## src/rtl/sr_ff_driver_if.sv

```systemverilog
// rtl/sr_ff_driver_if.sv - target-bit stream, S/R drive and check-result bundle for sr_ff_driver
interface sr_ff_driver_if #(
    parameter int CNT_W = 8
);
    logic             D_IN;
    logic             D_VALID;
    logic             D_READY;
    logic             S;
    logic             R;
    logic             Q_FB;
    logic             QBAR_FB;
    logic             DONE;
    logic             MATCH;
    logic             ERR;
    logic [CNT_W-1:0] ERR_CNT;
    logic [CNT_W-1:0] XFER_CNT;

    modport master (
        output D_IN, D_VALID, Q_FB, QBAR_FB,
        input  D_READY, S, R, DONE, MATCH, ERR, ERR_CNT, XFER_CNT
    );

    modport slave (
        input  D_IN, D_VALID, Q_FB, QBAR_FB,
        output D_READY, S, R, DONE, MATCH, ERR, ERR_CNT, XFER_CNT
    );
endinterface

```

## src/rtl/sr_ff_driver.sv

```systemverilog
// rtl/sr_ff_driver.sv - converts target Q bits into one-cycle S/R pulses and checks the flop response
module sr_ff_driver #(
    parameter int CNT_W = 8
) (
    input  logic           CLK,
    input  logic           RST_N,
    sr_ff_driver_if.slave  bus
);
    typedef enum logic [1:0] {ST_IDLE, ST_DRIVE, ST_CHECK} state_t;

    localparam logic [CNT_W-1:0] CNT_MAX = {CNT_W{1'b1}};

    state_t           state_q, state_d;
    logic             tgt_q, tgt_d;
    logic             s_q, s_d;
    logic             r_q, r_d;
    logic             done_q, done_d;
    logic             match_q, match_d;
    logic             err_q, err_d;
    logic [CNT_W-1:0] err_cnt_q, err_cnt_d;
    logic [CNT_W-1:0] xfer_cnt_q, xfer_cnt_d;
    logic             pass;

    always_ff @(posedge CLK) begin
        if (!RST_N) begin
            state_q    <= ST_IDLE;
            tgt_q      <= 1'b0;
            s_q        <= 1'b0;
            r_q        <= 1'b0;
            done_q     <= 1'b0;
            match_q    <= 1'b0;
            err_q      <= 1'b0;
            err_cnt_q  <= '0;
            xfer_cnt_q <= '0;
        end else begin
            state_q    <= state_d;
            tgt_q      <= tgt_d;
            s_q        <= s_d;
            r_q        <= r_d;
            done_q     <= done_d;
            match_q    <= match_d;
            err_q      <= err_d;
            err_cnt_q  <= err_cnt_d;
            xfer_cnt_q <= xfer_cnt_d;
        end
    end

    always_comb begin
        state_d    = state_q;
        tgt_d      = tgt_q;
        s_d        = s_q;
        r_d        = r_q;
        done_d     = 1'b0;
        match_d    = match_q;
        err_d      = err_q;
        err_cnt_d  = err_cnt_q;
        xfer_cnt_d = xfer_cnt_q;
        pass       = 1'b0;

        case (state_q)
            ST_IDLE: begin
                s_d = 1'b0;
                r_d = 1'b0;
                if (bus.D_VALID) begin
                    tgt_d   = bus.D_IN;
                    // Only drive when the target differs from current Q, so S and R are never both set
                    s_d     = bus.D_IN & ~bus.Q_FB;
                    r_d     = ~bus.D_IN & bus.Q_FB;
                    state_d = ST_DRIVE;
                end
            end
            ST_DRIVE: begin
                s_d     = 1'b0;
                r_d     = 1'b0;
                state_d = ST_CHECK;
            end
            ST_CHECK: begin
                pass    = (bus.Q_FB == tgt_q) && (bus.QBAR_FB != bus.Q_FB);
                match_d = pass;
                done_d  = 1'b1;
                if (xfer_cnt_q != CNT_MAX) xfer_cnt_d = xfer_cnt_q + 1'b1;
                if (!pass) begin
                    err_d = 1'b1;
                    if (err_cnt_q != CNT_MAX) err_cnt_d = err_cnt_q + 1'b1;
                end
                state_d = ST_IDLE;
            end
            default: begin
                s_d     = 1'b0;
                r_d     = 1'b0;
                state_d = ST_IDLE;
            end
        endcase
    end

    assign bus.D_READY  = (state_q == ST_IDLE);
    assign bus.S        = s_q;
    assign bus.R        = r_q;
    assign bus.DONE     = done_q;
    assign bus.MATCH    = match_q;
    assign bus.ERR      = err_q;
    assign bus.ERR_CNT  = err_cnt_q;
    assign bus.XFER_CNT = xfer_cnt_q;
endmodule

```

## src/flat_wrapper.sv

```systemverilog
// flat-port wrapper written by rule: the top's interface ports become plain ports
module sr_ff_driver_flat 
#(
    parameter int CNT_W = 8
)
  (CLK, RST_N, bus_D_IN, bus_D_VALID, bus_Q_FB, bus_QBAR_FB, bus_D_READY, bus_S, bus_R, bus_DONE, bus_MATCH, bus_ERR, bus_ERR_CNT, bus_XFER_CNT);
  sr_ff_driver_if #(.CNT_W(CNT_W)) bus_i ();
  input  logic CLK;
  input  logic RST_N;
  input wire logic [$bits(bus_i.D_IN)-1:0] bus_D_IN;
  input wire logic [$bits(bus_i.D_VALID)-1:0] bus_D_VALID;
  input wire logic [$bits(bus_i.Q_FB)-1:0] bus_Q_FB;
  input wire logic [$bits(bus_i.QBAR_FB)-1:0] bus_QBAR_FB;
  output wire logic [$bits(bus_i.D_READY)-1:0] bus_D_READY;
  output wire logic [$bits(bus_i.S)-1:0] bus_S;
  output wire logic [$bits(bus_i.R)-1:0] bus_R;
  output wire logic [$bits(bus_i.DONE)-1:0] bus_DONE;
  output wire logic [$bits(bus_i.MATCH)-1:0] bus_MATCH;
  output wire logic [$bits(bus_i.ERR)-1:0] bus_ERR;
  output wire logic [$bits(bus_i.ERR_CNT)-1:0] bus_ERR_CNT;
  output wire logic [$bits(bus_i.XFER_CNT)-1:0] bus_XFER_CNT;
  assign bus_i.D_IN = bus_D_IN;
  assign bus_i.D_VALID = bus_D_VALID;
  assign bus_i.Q_FB = bus_Q_FB;
  assign bus_i.QBAR_FB = bus_QBAR_FB;
  assign bus_D_READY = bus_i.D_READY;
  assign bus_S = bus_i.S;
  assign bus_R = bus_i.R;
  assign bus_DONE = bus_i.DONE;
  assign bus_MATCH = bus_i.MATCH;
  assign bus_ERR = bus_i.ERR;
  assign bus_ERR_CNT = bus_i.ERR_CNT;
  assign bus_XFER_CNT = bus_i.XFER_CNT;
  sr_ff_driver #(.CNT_W(CNT_W)) u_core (.CLK(CLK), .RST_N(RST_N), .bus(bus_i));
endmodule
```

## config.mk

```make
export PLATFORM = sky130hd
export DESIGN_NAME = sr_ff_driver_flat
export DESIGN_NICKNAME = d
export VERILOG_FILES = /design/src/rtl/sr_ff_driver_if.sv /design/src/rtl/sr_ff_driver.sv /design/src/flat_wrapper.sv
export SDC_FILE = /design/constraint.sdc
export NUM_CORES = 1
export LEC_CHECK = 0
export CORE_MARGIN = 1.5
export CORE_UTILIZATION = 45
export DETAILED_ROUTE_END_ITERATION = 12
export GPL_TIMING_DRIVEN = 0
export PLACE_DENSITY_LB_ADDON = 0.25
export SYNTH_ARGS = -nofsm -noshare
export SYNTH_HDL_FRONTEND = slang
export SYNTH_SLANG_ARGS = --single-unit
export TNS_END_PERCENT = 20
```

## constraint.sdc

```tcl
create_clock -name CLK -period 2 [get_ports CLK]
set_clock_uncertainty 0.1 [all_clocks]
set_input_delay 0.4 -clock CLK [delete_from_list [all_inputs] [get_ports CLK]]
set_output_delay 0.4 -clock CLK [all_outputs]
set_load 0.05 [all_outputs]
```

### Word-level counts from Yosys, hierarchy flattened

Index checks and enable logic that the tools add are counted.

* bits in registers: 24
* input bits: 6
* output and inout bits: 22
* word-level logic and storage cells: 36

* add/sub/neg operators: 2
* equality and inequality tests: 7
* multiplexer cells: 7
* bitwise operators: 5
* reductions and logical operators: 6

Operator list (count)
* adder 8 x 1 -> 8 bit, second input constant: 2
* != test 8 bit, second input constant: 2
* AND reduction 2 bit: 3
* case mux 1 bit (2 select lines): 2
* case mux 2 bit (2 select lines): 1
* two-way mux 1 bit: 3
* inverter 1 bit: 3
* AND reduction 3 bit: 1
* bitwise AND 1 bit: 2
* equality test 2 x 1 -> 1 bit, second input constant: 1
* equality test 2 bit, second input constant: 1
* zero test 2 bit: 1
* two-way mux 2 bit: 1
* != test 2 bit, second input constant: 1
* equality test 1 bit: 1
* logical AND 1 bit: 1
* != test 1 bit: 1

### Depth between registers and ports, before layout

* word-level depth: 4
* gate-level depth with buffers: 6
* depth with buffers taken out: 5

### Worst setup path before layout

Ideal clock, no wire load.

* path type: register to register
* start point: register u_core.err_cnt_q[2] (netlist: u_core.bus.ERR_CNT[2])
* end point: register u_core.err_cnt_q[5] (netlist: u_core.bus.ERR_CNT[5])
* library setup time: 0.071 ns
* arrival: 1.808 ns
* required time: 1.829 ns
* slack: 0.022 ns
* stages on the path, launching flop included: 5
* buffers on the path: 0
* clock period less this slack: 1.978 ns
* cells stage by stage: dfxtp_1 nand3_1 or2_2 or4_1 a21oi_1

* cells in the longest elaborated chain, start to end: 2
* elaborated cells between the ends (all ways): 3
* those cells by class: add/sub: 1; eq/ne: 1; reduce/logical: 1

RTL lines
* from (decl): line sr_ff_driver.sv:20 `logic [CNT_W-1:0] err_cnt_q, err_cnt_d;`
* from (signal assigned): line sr_ff_driver.sv:43 `err_cnt_q <= err_cnt_d;`
* branches (longest 2 deep; another with adder 8 x 1 -> 8 bit)

Several ways; the timed one is not identified.
A chain may end at the register's enable or synchronous reset.

### Worst setup path in the final report

* start point: register u_core.done_q (netlist: u_core.bus.DONE)
* end point: output port bus_DONE

RTL lines
* from (decl): line sr_ff_driver.sv:17 `logic done_q, done_d;`
* from (signal assigned): line sr_ff_driver.sv:40 `done_q <= done_d;`
* to (decl): line flat_wrapper.sv:17 `output wire logic [$bits(bus_i.DONE)-1:0] bus_DONE;`

No word-level cell between the ends.

==> summary.md <==
| Metric | Value |
|---|---|
| All-Layer GR Usage | `20.53%` |
| Sequential element share of the synthesized area | `43.74%` |
| Fmax | `0.5193 GHz` |
| Number of buffers inserted by post-CTS setup repair | `0` |
| Wire length of the first global-routing pass | `4174 um` |
| Inserted Clock Buffers | `3` |
| Slew @ Worst Pin | `approximately 510 ps` |
| Switching Fraction | `22.75%` |
| Initial core utilization | `48.72%` |
| Die area | `around 2700 um2` |
| Detailed-router iteration count before antenna repair | `4` |
| Final hold vios | `0` |
| Crit-path slowest cell | `clkdlybuf4s50_1` |
| Final instance area | `1446 um2` |
| Combinational share of power | `about a tenth` |
| Routed length per instance | `around 14 um` |
| Clk root buf | `clkbuf_4` |
| Core area | `2255 um2` |
| CP Cell Sequence | `clkdlybuf4s50_1` |
| RSZ-0062 raised after global routing | `no` |
| Post-synth top area share | `43.74%` |
| Synth top area cells | `dfxtp_1 (44%), nand2_1 (3.8%), a21oi_1 (3.6%)` |
| Worst slew margin | `approximately two thirds` |
| CTS sink cnt | `24` |
| Mapped Area | `1099 um2` |
| Avg Vias per Cell | `5.760` |
| Mapped Cells | `124` |
| Synth warn | `0` |
| Yosys cell types | `36` |
| Antenna viol nets, final | `0` |
| Dpl hpwl | `1816 um` |
| Clk pwr share | `37.6%` |
| Leading area contributor after synthesis | `dfxtp_1` |
| Pwr Density | `647.0 nW/um2` |
| GPL Wtd Cong | `0.7959` |
| Sequential power share | `about 53%` |
| Via count of the first global-routing pass | `around 930` |
| Worst Path Required | `roughly 1500 ps` |
| Int Power | `between 700 and 800 uW` |
| Final count of negative-setup-slack endpoints | `0` |
| Number of enable flip-flop cells after synthesis | `0` |
| Mean Syn Cell Area | `8.859 um2` |
| DRC | `0` |
| CP arrival | `1430 ps` |
| Final wirelength | `2524 um` |
| Crit start category | `flip-flop` |
| P&R area growth vs syn | `31.66%` |
| Endpoint class of the critical path | `output port` |
| Fraction of registers with async set/reset | `0%` |
| Critical path class | `reg2out` |
| Num rows | `17` |
| Tcrit/Tclk final | `96.28%` |
| Cell area after placement | `1404 um2` |
| Die Width | `52.41 um` |
| Chip Height | `52.41 um` |
| Bufs and invs on worst path | `1` |
| Final Max Slew Viols | `0` |
| Flops & latches, synth | `24` |
| Max-cap viol count | `0` |
| Port Buffers | `27` |
| Most frequent cell after synthesis | `dfxtp_1` |
| Synthesized Nets | `132` |
| Clock Tree Buf Depth | `2` |
| Cts hold-fix bufs | `0` |
| Placed cells | `179` |
| Status | `completed` |
| Min-Delay Path Class | `reg2reg` |
| Peak VDD IR | `roughly 0.61 mV` |
| Proportion of layout cells with a drive suffix above 1 | `a little under a tenth` |
| Leakage power | `0.0006526 uW` |
| Pin count of the biggest net entering global routing | `15` |
| Crit path max fanout | `1` |
| Final Util | `between 60 and 70%` |
| Family with the most delay on the worst path | `buffers and inverters` |
| Most instantiated cells after synthesis | `dfxtp_1 (24), nand2_1 (11), nor2_1 (10)` |
| Insertion delay to the later sink of the worst-skew pair | `310 ps` |
| CTS tree | `yes` |
| Predominant post-synthesis flop cell | `dfxtp_1` |
| GR Overflow Total | `0` |
| Worst path max stage delay | `790 ps` |
| ANT cells | `0` |
| Number of DRC markers in iteration 0 | `16` |
| Htree depth | `1` |
| Initial antenna violation count | `0` |
| DR vias | `1054` |
| Net switching power | `212.9 uW` |
| Finished Layout Cells | `around 180` |
| Clock transition at path regs | `approximately 130 ps` |
| Final min period | `1926 ps` |
| Layout Nets | `164` |
| Fill cells | `214` |
| # IOs | `28` |
==> placed cells by master, fill, tap and decap left out, types with 2 or more instances in the layout <==
master	instances
clkbuf_1	2
mux2i_1	3
dfxtp_1	24
a32oi_1	2
and3_1	2
clkdlybuf4s50_1	6
a31oi_1	4
dlymetal6s2s_1	4
ha_1	2
o21ai_0	5
o31ai_1	5
nor3_1	7
nand3_1	5
and4_1	2
xor2_1	2
a21oi_1	8
or4_1	4
buf_6	2
inv_1	5
and4b_1	2
nor2_1	10
nand2_1	11
dlygate4sd2_1	17
clkbuf_4	3
==> power by group through the flow <==
stage / logic, uW / clock network, uW / registers, uW
finish: 90.6 / 351 / 494
CTS: 91.4 / 359 / 494
global placement: 91.3 / 0 / 504
floorplan: 40.0 / 0 / 522
global route: 96.8 / 381 / 495
detailed placement: 93.6 / 0 / 504
==> repair_timing <==
item / in CTS / in global routing
endpoints found under the hold margin: 0 / 0
endpoints found under the setup margin: 17 / 10
resized for setup: 17 / 6
==> path summary, 6_finish.rpt <==
| check | depth (start not counted) | slack (ps) | start | endpoint |
|---|---|---|---|---|
| worst min register to register | 2 | 390 | u_core.bus.ERR | u_core.bus.ERR |
| worst max register to register | 4 | 210 | u_core.bus.ERR_CNT[2] | u_core.bus.ERR_CNT[5] |
| worst max-delay path | 1 | 70 | u_core.bus.DONE | bus_DONE |
| worst min-delay path | 2 | 390 | u_core.bus.ERR | u_core.bus.ERR |
==> registers in the layout, indices dropped and copies added, names as in the netlist <==
name / count
u_core.bus.MATCH: 1
u_core.state_q: 2
u_core.bus.ERR_CNT: 8
u_core.bus.ERR: 1
u_core.bus.DONE: 1
u_core.bus.R: 1
u_core.tgt_q: 1
u_core.bus.XFER_CNT: 8
u_core.bus.S: 1
==> metrics by stage <==
stage | hold slack, ps | setup TNS, ps | power (uW) | setup WS [ps]
6_report | 390.7 | 0 | 935.8 | 74.37
5_1_grt | 409.4 | 0 | 973.2 | 32.14
4_1_cts | 396.7 | 0 | 944.2 | 4.847
3_5_place_dp | 372.5 | -450.4 | 597.7 | -185.5
3_3_place_gp | 349.2 | -244.1 | 594.9 | -108.7
2_1_floorplan | 330.1 | 0 | 561.6 | 21.66
==> routing by layer <==
metal	track usage, %	share of wire (%)	up-vias
met5	0	0	-
met4	6.410	0.67	0
met3	4.286	4.0	2
met2	33.33	49	30
met1	27.14	47	502
li1	-	-	520
==> cells by family after synthesis <==
| family | after synthesis | synth area share, % |
|---|---|---|
| adder cells (fa/ha/maj) | 2 | 2.278 |
| multiplexers | 3 | 2.734 |
| flip-flops | 24 | 43.74 |
| AND/OR/NAND/NOR | 53 | 26.88 |
| buffers and inverters | 11 | 5.125 |
| AO/OA/AOI/OAI | 29 | 17.65 |
| XOR/XNOR | 2 | 1.595 |
==> final cells by class <==
cell class              count  area [um2]  share of cell area [%]
inverters                   6       22.52                   1.557
well taps                  28       35.03                   2.422
clock inverters             1       30.03                   2.076
flip-flops and latches     24       480.5                   33.22
clock buffers               3       22.52                   1.557
repair buffers             27       259.0                   17.91
plain buffers               5       35.03                   2.422
multi-input cells          89       561.8                   38.84
==> worst reg2reg max path: stages, from the launching register on <==
cell and delay, ps:
dfxtp_1 450, nand3_1 190, or2_2 350, or4_1 480, a21oi_1 160
Power figures use the tool's default switching activity.
